**config.mk**
```make
export PLATFORM = sky130hd
export DESIGN_NAME = decode_stage_flat
export DESIGN_NICKNAME = d
export VERILOG_FILES = /design/src/rtl/decode_pkg.sv /design/src/rtl/decode_stage_if.sv /design/src/rtl/rv32_ctrl_decode.sv /design/src/rtl/decode_stage.sv /design/src/flat_wrapper.sv
export SDC_FILE = /design/constraint.sdc
export NUM_CORES = 1
export LEC_CHECK = 0
export ABC_AREA = 1
export BUFFER_PORTS_ARGS = -buffer_cell sky130_fd_sc_hd__buf_4
export CAP_MARGIN = 0
export CORE_AREA = 2 2 153 155
export DETAILED_ROUTE_END_ITERATION = 7
export DIE_AREA = 0 0 155 157
export PLACE_DENSITY = 0.58
export SYNTH_ARGS = -nofsm -noshare
export SYNTH_HDL_FRONTEND = slang
export SYNTH_HIERARCHICAL = 1
export SYNTH_SLANG_ARGS = --single-unit
```
**constraint.sdc**
```tcl
create_clock -name clk -period 7.48 [get_ports clk]
set_input_delay 1.496 -clock clk [delete_from_list [all_inputs] [get_ports clk]]
set_output_delay 1.496 -clock clk [all_outputs]
set_load 0.03 [all_outputs]
```
**src/rtl/decode_pkg.sv**
```systemverilog
// Shared RV32 decode definitions: opcodes, control encodings and the decoded control bundle.
// Imported by the decoder and the registered decode stage.
package decode_pkg;

    localparam logic [6:0] OPC_LOAD   = 7'b0000011;
    localparam logic [6:0] OPC_OPIMM  = 7'b0010011;
    localparam logic [6:0] OPC_AUIPC  = 7'b0010111;
    localparam logic [6:0] OPC_STORE  = 7'b0100011;
    localparam logic [6:0] OPC_OP     = 7'b0110011;
    localparam logic [6:0] OPC_LUI    = 7'b0110111;
    localparam logic [6:0] OPC_BRANCH = 7'b1100011;
    localparam logic [6:0] OPC_JALR   = 7'b1100111;
    localparam logic [6:0] OPC_JAL    = 7'b1101111;

    localparam logic [6:0] F7_BASE = 7'h00;
    localparam logic [6:0] F7_ALT  = 7'h20;
    localparam logic [6:0] F7_MULD = 7'h01;

    typedef enum logic [2:0] {
        IMM_I     = 3'b000,
        IMM_S     = 3'b001,
        IMM_B     = 3'b010,
        IMM_U     = 3'b011,
        IMM_J     = 3'b100,
        IMM_SHAMT = 3'b101,
        IMM_R     = 3'b110,
        IMM_BU    = 3'b111
    } imm_src_e;

    typedef enum logic [1:0] {
        ALU_ADD  = 2'b00,
        ALU_BR   = 2'b01,
        ALU_OP   = 2'b10,
        ALU_PASS = 2'b11
    } alu_op_e;

    typedef struct packed {
        logic [4:0] rd;
        logic [4:0] rs1;
        logic [4:0] rs2;
        logic       reg_wr_en;
        logic       mem_wr_en;
        logic       alu_src;
        logic       alu_src_a_sel;
        logic       branch;
        logic       jump;
        logic       result_src;
        logic       is_signed;
        logic       is_muldiv;
        logic       illegal;
        imm_src_e   imm_src;
        alu_op_e    alu_op;
        logic [3:0] byte_en;
    } ctrl_t;

endpackage

```
**src/rtl/decode_stage_if.sv**
```systemverilog
// Fetch-side and execute-side handshake bundle of the decode stage.
// Signal directions are named from the decode stage's point of view.
interface decode_stage_if #(
    parameter int XLEN  = 32,
    parameter int CNT_W = 16
);
    logic             in_valid_i;
    logic             in_ready_o;
    logic [31:0]      instr_i;
    logic [XLEN-1:0]  pc_i;
    logic             flush_i;
    logic             out_valid_o;
    logic             out_ready_i;
    logic [XLEN-1:0]  pc_o;
    logic [4:0]       rd_o;
    logic [4:0]       rs1_o;
    logic [4:0]       rs2_o;
    logic             reg_wr_en_o;
    logic             mem_wr_en_o;
    logic             alu_src_o;
    logic             alu_src_a_sel_o;
    logic             branch_o;
    logic             jump_o;
    logic             result_src_o;
    logic             signed_o;
    logic             is_muldiv_o;
    logic             illegal_o;
    logic [2:0]       imm_src_o;
    logic [1:0]       alu_op_o;
    logic [3:0]       byte_en_o;
    logic [CNT_W-1:0] illegal_cnt_o;

    modport master (
        output in_valid_i, instr_i, pc_i, flush_i, out_ready_i,
        input  in_ready_o, out_valid_o, pc_o, rd_o, rs1_o, rs2_o,
               reg_wr_en_o, mem_wr_en_o, alu_src_o, alu_src_a_sel_o, branch_o, jump_o,
               result_src_o, signed_o, is_muldiv_o, illegal_o, imm_src_o, alu_op_o,
               byte_en_o, illegal_cnt_o
    );

    modport slave (
        input  in_valid_i, instr_i, pc_i, flush_i, out_ready_i,
        output in_ready_o, out_valid_o, pc_o, rd_o, rs1_o, rs2_o,
               reg_wr_en_o, mem_wr_en_o, alu_src_o, alu_src_a_sel_o, branch_o, jump_o,
               result_src_o, signed_o, is_muldiv_o, illegal_o, imm_src_o, alu_op_o,
               byte_en_o, illegal_cnt_o
    );
endinterface

```
**src/rtl/rv32_ctrl_decode.sv**
```systemverilog
// Combinational RV32I(+M) main decoder: instruction word to control bundle, with illegal detection.
// Zero latency; no flow control of its own.
module rv32_ctrl_decode
    import decode_pkg::*;
#(
    parameter bit EN_M_EXT = 1'b0
) (
    input  logic [31:0] instr_i,
    output ctrl_t       ctrl_o
);

    logic [6:0] w_opcode;
    logic [6:0] w_funct7;
    logic [2:0] w_funct3;
    ctrl_t      w_c;

    assign w_opcode = instr_i[6:0];
    assign w_funct3 = instr_i[14:12];
    assign w_funct7 = instr_i[31:25];

    always_comb begin
        w_c     = '0;
        w_c.rd  = instr_i[11:7];
        w_c.rs1 = instr_i[19:15];
        w_c.rs2 = instr_i[24:20];
        case (w_opcode)
            OPC_LOAD: begin
                w_c.reg_wr_en  = 1'b1;
                w_c.alu_src    = 1'b1;
                w_c.result_src = 1'b1;
                w_c.imm_src    = IMM_I;
                case (w_funct3)
                    3'd0:    begin w_c.byte_en = 4'b0001; w_c.is_signed = 1'b1; end
                    3'd1:    begin w_c.byte_en = 4'b0011; w_c.is_signed = 1'b1; end
                    3'd2:    begin w_c.byte_en = 4'b1111; w_c.is_signed = 1'b1; end
                    3'd4:    w_c.byte_en = 4'b0001;
                    3'd5:    w_c.byte_en = 4'b0011;
                    default: w_c.illegal = 1'b1;
                endcase
            end
            OPC_OPIMM: begin
                w_c.reg_wr_en = 1'b1;
                w_c.alu_src   = 1'b1;
                w_c.is_signed = 1'b1;
                if (w_funct3 == 3'd1) begin
                    w_c.imm_src = IMM_SHAMT;
                    w_c.illegal = (w_funct7 != F7_BASE);
                end else if (w_funct3 == 3'd5) begin
                    w_c.imm_src = IMM_SHAMT;
                    // SRLI is the logical shift; SRAI keeps the sign
                    if (w_funct7 == F7_BASE) w_c.is_signed = 1'b0;
                    else if (w_funct7 != F7_ALT) w_c.illegal = 1'b1;
                end
            end
            OPC_STORE: begin
                w_c.mem_wr_en = 1'b1;
                w_c.alu_src   = 1'b1;
                w_c.alu_op    = ALU_PASS;
                w_c.imm_src   = IMM_S;
                case (w_funct3)
                    3'd0:    w_c.byte_en = 4'b0001;
                    3'd1:    w_c.byte_en = 4'b0011;
                    3'd2:    w_c.byte_en = 4'b1111;
                    default: w_c.illegal = 1'b1;
                endcase
            end
            OPC_OP: begin
                w_c.reg_wr_en = 1'b1;
                w_c.alu_op    = ALU_OP;
                w_c.imm_src   = IMM_R;
                case (w_funct7)
                    F7_BASE: ;
                    F7_ALT:  w_c.illegal = !((w_funct3 == 3'd0) || (w_funct3 == 3'd5));
                    F7_MULD: begin
                        if (EN_M_EXT) w_c.is_muldiv = 1'b1;
                        else          w_c.illegal   = 1'b1;
                    end
                    default: w_c.illegal = 1'b1;
                endcase
            end
            OPC_BRANCH: begin
                w_c.branch  = 1'b1;
                w_c.alu_op  = ALU_BR;
                w_c.imm_src = (w_funct3[2:1] == 2'b11) ? IMM_BU : IMM_B;
                w_c.illegal = (w_funct3[2:1] == 2'b01);
            end
            OPC_JAL, OPC_JALR: begin
                w_c.branch     = 1'b1;
                w_c.jump       = 1'b1;
                w_c.reg_wr_en  = 1'b1;
                w_c.alu_src    = 1'b1;
                w_c.result_src = 1'b1;
                if (w_opcode == OPC_JAL) begin
                    w_c.alu_op        = ALU_PASS;
                    w_c.imm_src       = IMM_J;
                    w_c.alu_src_a_sel = 1'b1;
                end else begin
                    w_c.alu_op  = ALU_ADD;
                    w_c.imm_src = IMM_I;
                    w_c.illegal = (w_funct3 != 3'd0);
                end
            end
            OPC_LUI, OPC_AUIPC: begin
                w_c.reg_wr_en     = 1'b1;
                w_c.alu_src       = 1'b1;
                w_c.imm_src       = IMM_U;
                w_c.alu_op        = ALU_PASS;
                w_c.alu_src_a_sel = 1'b1;
            end
            default: w_c.illegal = 1'b1;
        endcase
        // Illegal entries still flow downstream to raise a trap, but must not change state
        if (w_c.illegal) begin
            w_c.reg_wr_en = 1'b0;
            w_c.mem_wr_en = 1'b0;
            w_c.branch    = 1'b0;
            w_c.jump      = 1'b0;
        end
    end

    assign ctrl_o = w_c;

endmodule

```
**src/rtl/decode_stage.sv**
```systemverilog
// Registered RV32 decode stage: decoder feeding a DEPTH-entry FIFO of {pc, ctrl}; 1-cycle latency.
// in_ready_o comes from occupancy only (no path from out_ready_i); flush empties the FIFO next edge.
module decode_stage
    import decode_pkg::*;
#(
    parameter int XLEN     = 32,
    parameter bit EN_M_EXT = 1'b0,
    parameter int DEPTH    = 2,
    parameter int CNT_W    = 16
) (
    input logic           clk,
    input logic           rst,
    decode_stage_if.slave bus
);

    localparam int PTR_W = (DEPTH > 1) ? $clog2(DEPTH) : 1;
    localparam int OCC_W = $clog2(DEPTH + 1);

    ctrl_t            w_dec;
    ctrl_t            w_head;
    logic [XLEN-1:0]  w_head_pc;
    logic             w_push;
    logic             w_pop;

    logic [PTR_W-1:0] r_wr_ptr;
    logic [PTR_W-1:0] r_rd_ptr;
    logic [OCC_W-1:0] r_occ;
    logic [CNT_W-1:0] r_illegal_cnt;
    logic [XLEN-1:0]  r_pc_mem   [DEPTH];
    ctrl_t            r_ctrl_mem [DEPTH];

    function automatic logic [PTR_W-1:0] ptr_inc(input logic [PTR_W-1:0] p);
        return (p == PTR_W'(DEPTH - 1)) ? '0 : p + 1'b1;
    endfunction

    rv32_ctrl_decode #(.EN_M_EXT(EN_M_EXT)) u_dec (
        .instr_i (bus.instr_i),
        .ctrl_o  (w_dec)
    );

    assign bus.in_ready_o  = (r_occ < OCC_W'(DEPTH));
    assign bus.out_valid_o = (r_occ != '0);
    assign w_push = bus.in_valid_i & bus.in_ready_o & ~bus.flush_i;
    assign w_pop  = bus.out_valid_o & bus.out_ready_i;

    always_ff @(posedge clk or posedge rst) begin
        if (rst) begin
            r_wr_ptr      <= '0;
            r_rd_ptr      <= '0;
            r_occ         <= '0;
            r_illegal_cnt <= '0;
        end else begin
            if (bus.flush_i) begin
                r_wr_ptr <= '0;
                r_rd_ptr <= '0;
                r_occ    <= '0;
            end else begin
                if (w_push) r_wr_ptr <= ptr_inc(r_wr_ptr);
                if (w_pop)  r_rd_ptr <= ptr_inc(r_rd_ptr);
                if (w_push && !w_pop)      r_occ <= r_occ + 1'b1;
                else if (!w_push && w_pop) r_occ <= r_occ - 1'b1;
            end
            if (w_push && w_dec.illegal && (r_illegal_cnt != '1))
                r_illegal_cnt <= r_illegal_cnt + 1'b1;
        end
    end

    // Storage needs no reset: it is only observed through the valid-gated head
    always_ff @(posedge clk) begin
        if (w_push) begin
            r_pc_mem[r_wr_ptr]   <= bus.pc_i;
            r_ctrl_mem[r_wr_ptr] <= w_dec;
        end
    end

    always_comb begin
        w_head    = '0;
        w_head_pc = '0;
        if (bus.out_valid_o) begin
            w_head    = r_ctrl_mem[r_rd_ptr];
            w_head_pc = r_pc_mem[r_rd_ptr];
        end
    end

    assign bus.pc_o            = w_head_pc;
    assign bus.rd_o            = w_head.rd;
    assign bus.rs1_o           = w_head.rs1;
    assign bus.rs2_o           = w_head.rs2;
    assign bus.reg_wr_en_o     = w_head.reg_wr_en;
    assign bus.mem_wr_en_o     = w_head.mem_wr_en;
    assign bus.alu_src_o       = w_head.alu_src;
    assign bus.alu_src_a_sel_o = w_head.alu_src_a_sel;
    assign bus.branch_o        = w_head.branch;
    assign bus.jump_o          = w_head.jump;
    assign bus.result_src_o    = w_head.result_src;
    assign bus.signed_o        = w_head.is_signed;
    assign bus.is_muldiv_o     = w_head.is_muldiv;
    assign bus.illegal_o       = w_head.illegal;
    assign bus.imm_src_o       = w_head.imm_src;
    assign bus.alu_op_o        = w_head.alu_op;
    assign bus.byte_en_o       = w_head.byte_en;
    assign bus.illegal_cnt_o   = r_illegal_cnt;

endmodule

```
**src/flat_wrapper.sv**
```systemverilog
// flat-port wrapper written by rule: the top's interface ports become plain ports
module decode_stage_flat import decode_pkg::*;
#(
    parameter int XLEN     = 32,
    parameter bit EN_M_EXT = 1'b0,
    parameter int DEPTH    = 2,
    parameter int CNT_W    = 16
)
  (clk, rst, bus_in_valid_i, bus_instr_i, bus_pc_i, bus_flush_i, bus_out_ready_i, bus_in_ready_o, bus_out_valid_o, bus_pc_o, bus_rd_o, bus_rs1_o, bus_rs2_o, bus_reg_wr_en_o, bus_mem_wr_en_o, bus_alu_src_o, bus_alu_src_a_sel_o, bus_branch_o, bus_jump_o, bus_result_src_o, bus_signed_o, bus_is_muldiv_o, bus_illegal_o, bus_imm_src_o, bus_alu_op_o, bus_byte_en_o, bus_illegal_cnt_o);
  decode_stage_if #(.XLEN(XLEN), .CNT_W(CNT_W)) bus_i ();
  input logic clk;
  input logic rst;
  input wire logic [$bits(bus_i.in_valid_i)-1:0] bus_in_valid_i;
  input wire logic [$bits(bus_i.instr_i)-1:0] bus_instr_i;
  input wire logic [$bits(bus_i.pc_i)-1:0] bus_pc_i;
  input wire logic [$bits(bus_i.flush_i)-1:0] bus_flush_i;
  input wire logic [$bits(bus_i.out_ready_i)-1:0] bus_out_ready_i;
  output wire logic [$bits(bus_i.in_ready_o)-1:0] bus_in_ready_o;
  output wire logic [$bits(bus_i.out_valid_o)-1:0] bus_out_valid_o;
  output wire logic [$bits(bus_i.pc_o)-1:0] bus_pc_o;
  output wire logic [$bits(bus_i.rd_o)-1:0] bus_rd_o;
  output wire logic [$bits(bus_i.rs1_o)-1:0] bus_rs1_o;
  output wire logic [$bits(bus_i.rs2_o)-1:0] bus_rs2_o;
  output wire logic [$bits(bus_i.reg_wr_en_o)-1:0] bus_reg_wr_en_o;
  output wire logic [$bits(bus_i.mem_wr_en_o)-1:0] bus_mem_wr_en_o;
  output wire logic [$bits(bus_i.alu_src_o)-1:0] bus_alu_src_o;
  output wire logic [$bits(bus_i.alu_src_a_sel_o)-1:0] bus_alu_src_a_sel_o;
  output wire logic [$bits(bus_i.branch_o)-1:0] bus_branch_o;
  output wire logic [$bits(bus_i.jump_o)-1:0] bus_jump_o;
  output wire logic [$bits(bus_i.result_src_o)-1:0] bus_result_src_o;
  output wire logic [$bits(bus_i.signed_o)-1:0] bus_signed_o;
  output wire logic [$bits(bus_i.is_muldiv_o)-1:0] bus_is_muldiv_o;
  output wire logic [$bits(bus_i.illegal_o)-1:0] bus_illegal_o;
  output wire logic [$bits(bus_i.imm_src_o)-1:0] bus_imm_src_o;
  output wire logic [$bits(bus_i.alu_op_o)-1:0] bus_alu_op_o;
  output wire logic [$bits(bus_i.byte_en_o)-1:0] bus_byte_en_o;
  output wire logic [$bits(bus_i.illegal_cnt_o)-1:0] bus_illegal_cnt_o;
  assign bus_i.in_valid_i = bus_in_valid_i;
  assign bus_i.instr_i = bus_instr_i;
  assign bus_i.pc_i = bus_pc_i;
  assign bus_i.flush_i = bus_flush_i;
  assign bus_i.out_ready_i = bus_out_ready_i;
  assign bus_in_ready_o = bus_i.in_ready_o;
  assign bus_out_valid_o = bus_i.out_valid_o;
  assign bus_pc_o = bus_i.pc_o;
  assign bus_rd_o = bus_i.rd_o;
  assign bus_rs1_o = bus_i.rs1_o;
  assign bus_rs2_o = bus_i.rs2_o;
  assign bus_reg_wr_en_o = bus_i.reg_wr_en_o;
  assign bus_mem_wr_en_o = bus_i.mem_wr_en_o;
  assign bus_alu_src_o = bus_i.alu_src_o;
  assign bus_alu_src_a_sel_o = bus_i.alu_src_a_sel_o;
  assign bus_branch_o = bus_i.branch_o;
  assign bus_jump_o = bus_i.jump_o;
  assign bus_result_src_o = bus_i.result_src_o;
  assign bus_signed_o = bus_i.signed_o;
  assign bus_is_muldiv_o = bus_i.is_muldiv_o;
  assign bus_illegal_o = bus_i.illegal_o;
  assign bus_imm_src_o = bus_i.imm_src_o;
  assign bus_alu_op_o = bus_i.alu_op_o;
  assign bus_byte_en_o = bus_i.byte_en_o;
  assign bus_illegal_cnt_o = bus_i.illegal_cnt_o;
  decode_stage #(.XLEN(XLEN), .EN_M_EXT(EN_M_EXT), .DEPTH(DEPTH), .CNT_W(CNT_W)) u_core (.clk(clk), .rst(rst), .bus(bus_i));
endmodule
```
==> key figures, run 1 <==
Clock tree
  – Post-cts repair resize count: 0
  – Worst-Skew Late Latency: 420 ps
  – Root Buffer: clkbuf_16
  – CTS Buf Count: 17
  – CTS tree: yes
  – Clock net sink count: 152
  – Clk pin slew, worst setup/hold paths: 70 ps
  – Worst-case clock buffer depth: 2
  – Post-CTS setup buffer count: 0
  – Total number of H-tree levels: 4
  – CTS hold repair buffers: 0

Worst setup path
  – Slowest cell on crit path: buf_4
  – CP bufs+invs: 3
  – Worst path required time: 5980 ps
  – Startpoint Class: flip-flop
  – CP top delay family: buffers and inverters
  – Worst reg2reg setup slack: approximately 4800 ps
  – R2R cell count: 6
  – Crit path DAT: about 2200 ps
  – Worst path most repeated cell: buf_4
  – Crit. End Element: primary output
  – Reg2reg end: u_core/r_ctrl_mem[0][12]
  – CP cell instances: inv_2 -> buf_4 -> nand2_1 -> a21oi_1 -> buf_4
  – Stages on the worst setup path: 5
  – Slowest Stage Delay on Critical Path: approximately 570 ps
  – Setup Crit Path Kind: flip-flop to primary output
  – Critical path peak fanout: 56
  – Worst r2r src: u_core/r_occ[1]

Placement
  – Port Buf Inserts: 152
  – Dpl hpwl: ~10 mm
  – Gp weighted congestion: 0.804
  – Area post-placement: 8060 sq um

Hold path
  – Hold path depth: 2
  – Hold Startpoint: u_core/bus.illegal_cnt_o[1]
  – Worst hold endpoint: u_core/bus.illegal_cnt_o[1]
  – Worst hold-check path type: flip-flop to flip-flop

Flow run
  – Total of max-cap violations: 0

Final layout
  – Area growth from synthesis to layout: 28.3%
  – Layout cell share with drive strength beyond 1: 27.5%
  – Final instance area: 8630 sq um
  – Post-layout net count: 860
  – Ant. Diodes: 0

STA
  – Slew Limit Fails: 0
  – Tmin final: about 3700 ps
  – Period utilisation layout: 49.3%
  – Final Hold Vio Count: 0
  – Fmax: 271 MHz
  – Skew final: 12.4 ps
  – Final Setup Violations: 0
  – Post-route setup TNS: 0 ps
  – Rel. slew slack: 30.8%
  – RSZ-0062 raised after global routing: no
  – Measured slew at the worst slew-check pin: 1040 ps

Drt
  – Via Count: a little under 5000
  – Post-Route WL: 15.9 mm
  – # DRC: 0
  – Initial DRC Count: 288
  – Iteration count of the initial detailed-routing pass: 5
  – WL/cell: between 10 and 15 um
  – Post-route ant nets: 0
  – Via density: 4.49

Yosys
  – Seq/Total Area, Yosys: between 60% and 70%
  – Top-count cell post-synth: nand2_1
  – Syn nets: 724
  – Synth cell types: 36
  – Synth top cells by count: nand2_1, edfxtp_1, a21oi_1, nor2_1, inv_1
  – Number of synthesized register bits: 152
  – Post-synth EDFFs: 132
  – Yosys top cell by area: edfxtp_1
  – Ys flop type: edfxtp_1
  – Synth Instances: approximately 650
  – Share of the synthesized area in the top cell type: 58.9%
  – Total of warnings raised by yosys: 6
  – Synth Cell Area: 6730 sq um
  – Top area cells in the synthesized netlist: edfxtp_1, nand2_1, dfrtp_1, a21oi_1, nor2_1
  – Post-synth ARST share: 13.2%
  – Avg Cell Area, Syn: 10.3 sq um

Global routing
  – Total grt overflow: 0
  – Vias in the first global route: 4764
  – First-pass GRT wire length: 25.1 mm
  – Initial antenna violation count: 1
  – All-layer global routing usage: 13.4%
  – Largest net degree at the start of global routing: 67

Power and ir drop
  – Clock power frac: 31.4%
  – Internal: 0.00173 W
  – Switching share of total power: 34.9%
  – Seq pwr share: between 30% and 40%
  – LEAKAGE: 3.54 nW
  – Logic pwr share: between 20% and 30%
  – Pwr/cell area: 308 nW/um^2
  – NetSw: 0.000926 W
  – Worst vdd ir: roughly 0.00013 V

Die
  – FP Rows: 55
  – Die area: about 24000 sq um
  – Die Ht: 157 um
  – Die X: 155 um
  – Initial Utilization: between 20% and 30%
  – Core Box Area: 22500 sq um
  – Io pins: about 150

Run status
  – Status: finished clean
## state kept, by name, summed over array words and instances, names as in the netlist
register / count
u_core/r_wr_ptr: 1
u_core/r_occ: 2
u_core/bus.illegal_cnt_o: 16
u_core/r_ctrl_mem: 68
u_core/r_rd_ptr: 1
u_core/r_pc_mem: 64
## cell usage in the layout, fill, tap and decap left out, types with 2 or more instances in the layout
cell,instances
o21ai_0,9
clkinv_1,2
inv_6,3
nand2_2,3
nand3_2,3
clkinvlp_4,3
inv_1,24
nand3_1,18
bufinv_16,2
nor3_1,3
nor2_4,6
nand4_1,5
xnor2_1,6
clkinv_2,2
clkbuf_16,17
inv_2,11
clkinv_4,2
nand2_1,245
nor2_1,39
a21oi_1,70
o22ai_1,2
nor2_2,3
edfxtp_1,132
buf_4,157
dfrtp_1,19
## worst max path at each step
stage | from | to | slack, ps
floorplan | bus_in_valid_i | u_core/r_ctrl_mem[0][0] | 2450
global placement | bus_in_valid_i | u_core/r_ctrl_mem[0][20] | 3700
detailed placement | bus_in_valid_i | u_core/r_ctrl_mem[0][20] | 3710
CTS | u_core/r_rd_ptr | bus_illegal_o | 3710
global route | u_core/r_rd_ptr | bus_illegal_o | 3610
finish | u_core/r_rd_ptr | bus_byte_en_o[0] | 3790
## tightest hold or removal path, stage by stage, from the launching register on
cell	delay [ps]
dfrtp_1	410
nand2_1	70
nand2_1	60
## power by group through the flow
stage               clock network, W  registers (W)  logic, W
global placement                   0        0.00105  0.000807
detailed placement                 0        0.00105  0.000809
CTS                         0.000855        0.00103  0.000811
floorplan                          0        0.00107  0.000476
finish                      0.000833        0.00103  0.000791
global route                0.000892        0.00104  0.000863
## layout make-up
cell class	count	area (sq um)
timing repair buffer	157	1180
clock inverter	15	149
fill	2251	13900
clock buffer	17	425
inverter	36	138
sequential	152	4470
multi-input combinational	426	1920
tap	285	357
## per-layer routing
metal  wire [um]  GRT usage (%)  up-vias
li1            -              -     2445
met3         728           3.14       19
met5          13              0        -
met4         296           5.11        2
met1        7140           17.0     2298
met2        7750           22.2      117
## through the flow
step                power, W  hold slack [ps]  utilization (%)  worst slack [ps]  instances
floorplan            0.00154              481                -              2450        654
global placement     0.00185              537             35.8              3700       1056
detailed placement   0.00186              552             35.8              3710       1056
CTS                  0.00270              569             38.4              3710       1088
global route         0.00280              600             38.4              3610       1088
finish               0.00266              563             38.4              3790       1088
## cells by family (layout without fill, tap and decap cells)
logic type / Yosys count / in the layout / share of synthesized area (%)
adder cells (fa/ha/maj): 1 / 1 / 0.186
AND/OR/NAND/NOR: 329 / 329 / 20.0
AO/OA/AOI/OAI: 88 / 88 / 6.99
XOR/XNOR: 7 / 7 / 0.911
buffers and inverters: 76 / 225 / 5.45
other: 1 / 1 / 0.0557
flip-flops: 152 / 152 / 66.4
(Power assumes the default switching activity.)
==> run 2, diff against run 1 <==
--- a/config.mk
+++ b/config.mk
@@ -11,7 +11,7 @@
 export CORE_AREA = 2 2 153 155
 export DETAILED_ROUTE_END_ITERATION = 7
 export DIE_AREA = 0 0 155 157
-export PLACE_DENSITY = 0.58
+export PLACE_DENSITY = 0.6
 export SYNTH_ARGS = -nofsm -noshare
 export SYNTH_HDL_FRONTEND = slang
 export SYNTH_HIERARCHICAL = 1
==> constraint.sdc (replaced) <==
create_clock -name clk -period 3.1 [get_ports clk]
set_input_delay 0.62 -clock clk [delete_from_list [all_inputs] [get_ports clk]]
set_output_delay 0.62 -clock clk [all_outputs]
set_load 0.03 [all_outputs]
==> run 2 against run 1 <==
  * Largest power group unchanged
  * Global-route usage rose by 0.28 points
  * Non-clock buffer count grew 5
  * Worst hold slack got worse by 190 ps
  * Register-to-register slack got worse by 3800 ps
==> key figures, run 2 (same netlist as run 1, synthesis figures left out) <==
STA
  – Final Setup Violations: 0
  – Post-route setup TNS: 0 ps
  – Final Hold Vio Count: 0
  – Measured slew at the worst slew-check pin: 834 ps
  – Period utilisation layout: between 80% and 90%
  – Slew Limit Fails: 0
  – Tmin final: between 2000 and 3000 ps
  – RSZ-0062 raised after global routing: no
  – Skew final: 8.69 ps
  – Rel. slew slack: 44.3%
  – Fmax: 374 MHz

Drt
  – Via density: 4.52
  – Post-Route WL: 16.5 mm
  – Post-route ant nets: 0
  – Initial DRC Count: 213
  – WL/cell: 15.1 um
  – Iteration count of the initial detailed-routing pass: 4
  – Via Count: 4939
  – # DRC: 0

Clock tree
  – Post-CTS setup buffer count: 0
  – Post-cts repair resize count: 0
  – CTS hold repair buffers: 0
  – Root Buffer: clkbuf_16
  – Clock net sink count: 152
  – CTS tree: yes
  – Worst-case clock buffer depth: 2
  – Total number of H-tree levels: 4
  – Worst-Skew Late Latency: approximately 420 ps
  – CTS Buf Count: 17
  – Clk pin slew, worst setup/hold paths: approximately 60 ps

Worst setup path
  – Crit path DAT: between 2000 and 2500 ps
  – CP cell instances: buf_4 -> nand2_1 -> a21oi_1 -> buf_4
  – Crit. End Element: primary output
  – Setup Crit Path Kind: flip-flop to primary output
  – Slowest cell on crit path: dfrtp_2
  – Critical path peak fanout: 25
  – Startpoint Class: flip-flop
  – Worst path required time: 2480 ps
  – Slowest Stage Delay on Critical Path: roughly 720 ps
  – Worst path most repeated cell: buf_4

Die
  – Die area: 24300 sq um
  – Die Ht: between 150 and 200 um
  – Io pins: 153
  – FP Rows: 55
  – Core Box Area: 22500 sq um
  – Initial Utilization: between 20 and 30%
  – Die X: 155 um

Final layout
  – Ant. Diodes: 0
  – Number of flip-flops in the largest register: 68
  – Largest register by flop count: u_core/r_ctrl_mem
  – Finished Layout Cells: 1093
  – Commonest non-fill, non-tap cells in the layout: nand2_1, buf_4, edfxtp_1, a21oi_1, nor2_1
  – Most common cell after layout, fill and taps aside: nand2_1
  – Post-layout net count: 865
  – Layout cell share with drive strength beyond 1: 27.5%
  – Area growth from synthesis to layout: 29.2%

Power and ir drop
  – Power Total: 0.00644 W
  – NetSw: 0.00224 W
  – Clock power frac: 30.8%
  – Logic pwr share: 30.2%
  – LEAKAGE: 3.57 nW
  – Worst vdd ir: ~0.00036 V
  – Switching share of total power: between 30% and 40%
  – Seq pwr share: 39.0%
  – Pwr/cell area: 740 nW/um^2
  – Internal: 0.00420 W

Global routing
  – Gr busiest metal: met2
  – Total grt overflow: 0
  – Vias in the first global route: 4856
  – Met3 Track Usage GR: 3.74%
  – Initial antenna violation count: 1
  – Met2 Track Usage GR: ~22%
  – All-layer global routing usage: 13.6%
  – Largest net degree at the start of global routing: between 50 and 60
  – First-pass GRT wire length: 25.5 mm
  – Met1 Use GR: 17.5%

Hold path
  – Worst hold-check path type: primary input to async pin

Placement
  – Dpl hpwl: ~11 mm
  – Gp weighted congestion: 0.809
  – Port Buf Inserts: 152
  – Dpl cells: ~1100

Flow run
  – Total of max-cap violations: 0

Run status
  – Status: finished clean
-- run 2: cell types whose count changed in the layout (fill, tap and decap cells not counted), sizes merged --
| cell | previous run | this run |
|---|---|---|
| buf | 157 | 162 |
| clkbuf | 17 | 18 |
| clkinv | 6 | 8 |
| clkinvlp | 4 | 3 |
| inv | 39 | 37 |
-- run 2: power by group through the flow --
stage	combinational, W	clock [W]	sequential (W)
detailed placement	0.00198	0	0.00256
global placement	0.00197	0	0.00255
CTS	0.00198	0.00205	0.00251
finish	0.00194	0.00198	0.00251
floorplan	0.00115	0	0.00257
global route	0.00210	0.00213	0.00253
-- run 2: metrics by stage --
step	utilization [%]	instance area, sq um	hold WS (ps)	worst slack [ps]
finish	38.6	8690	370	423
global route	38.6	8690	361	284
CTS	38.6	8690	363	361
detailed placement	36.1	8130	548	654
global placement	36.1	8130	552	744
floorplan	-	6730	500	37.5
-- run 2: layout make-up --
class / instances / area, sq um
Tap cell: 285 / 357
Multi-Input combinational cell: 426 / 1920
Inverter: 36 / 138
Fill cell: 2222 / 13800
Sequential cell: 152 / 4470
Clock buffer: 18 / 429
Timing Repair Buffer: 162 / 1250
Clock inverter: 14 / 133
-- run 2: critical path: cells and delay by family (launching register included) --
family	cells	cell delay, ps
DFF	1	720
buffers and inverters	2	600
and+or+nand+nor	1	80
AOI/OAI and AO/OA	1	230
-- run 2: worst paths after layout --
check | from | cells past startpoint | endpoint | slack [ps]
worst min register to register | u_core/bus.illegal_cnt_o[1] | 2 | u_core/bus.illegal_cnt_o[1] | 560
max in group asynchronous | rst | 2 | u_core/r_rd_ptr | 2160
worst min-delay path | rst | 2 | u_core/bus.illegal_cnt_o[1] | 370
worst max-delay path | u_core/r_rd_ptr | 4 | bus_rs1_o[4] | 420
worst max register to register | u_core/r_occ[1] | 6 | u_core/r_ctrl_mem[0][27] | 980
min in group clk | bus_instr_i[9] | 1 | u_core/r_ctrl_mem[0][31] | 380
-- run 2: routing by layer --
layer	part of all wire [%]	wire length, um
met1	45	7470
met2	48	7920
met3	5.0	819
met4	1.4	225
met5	0.079	13
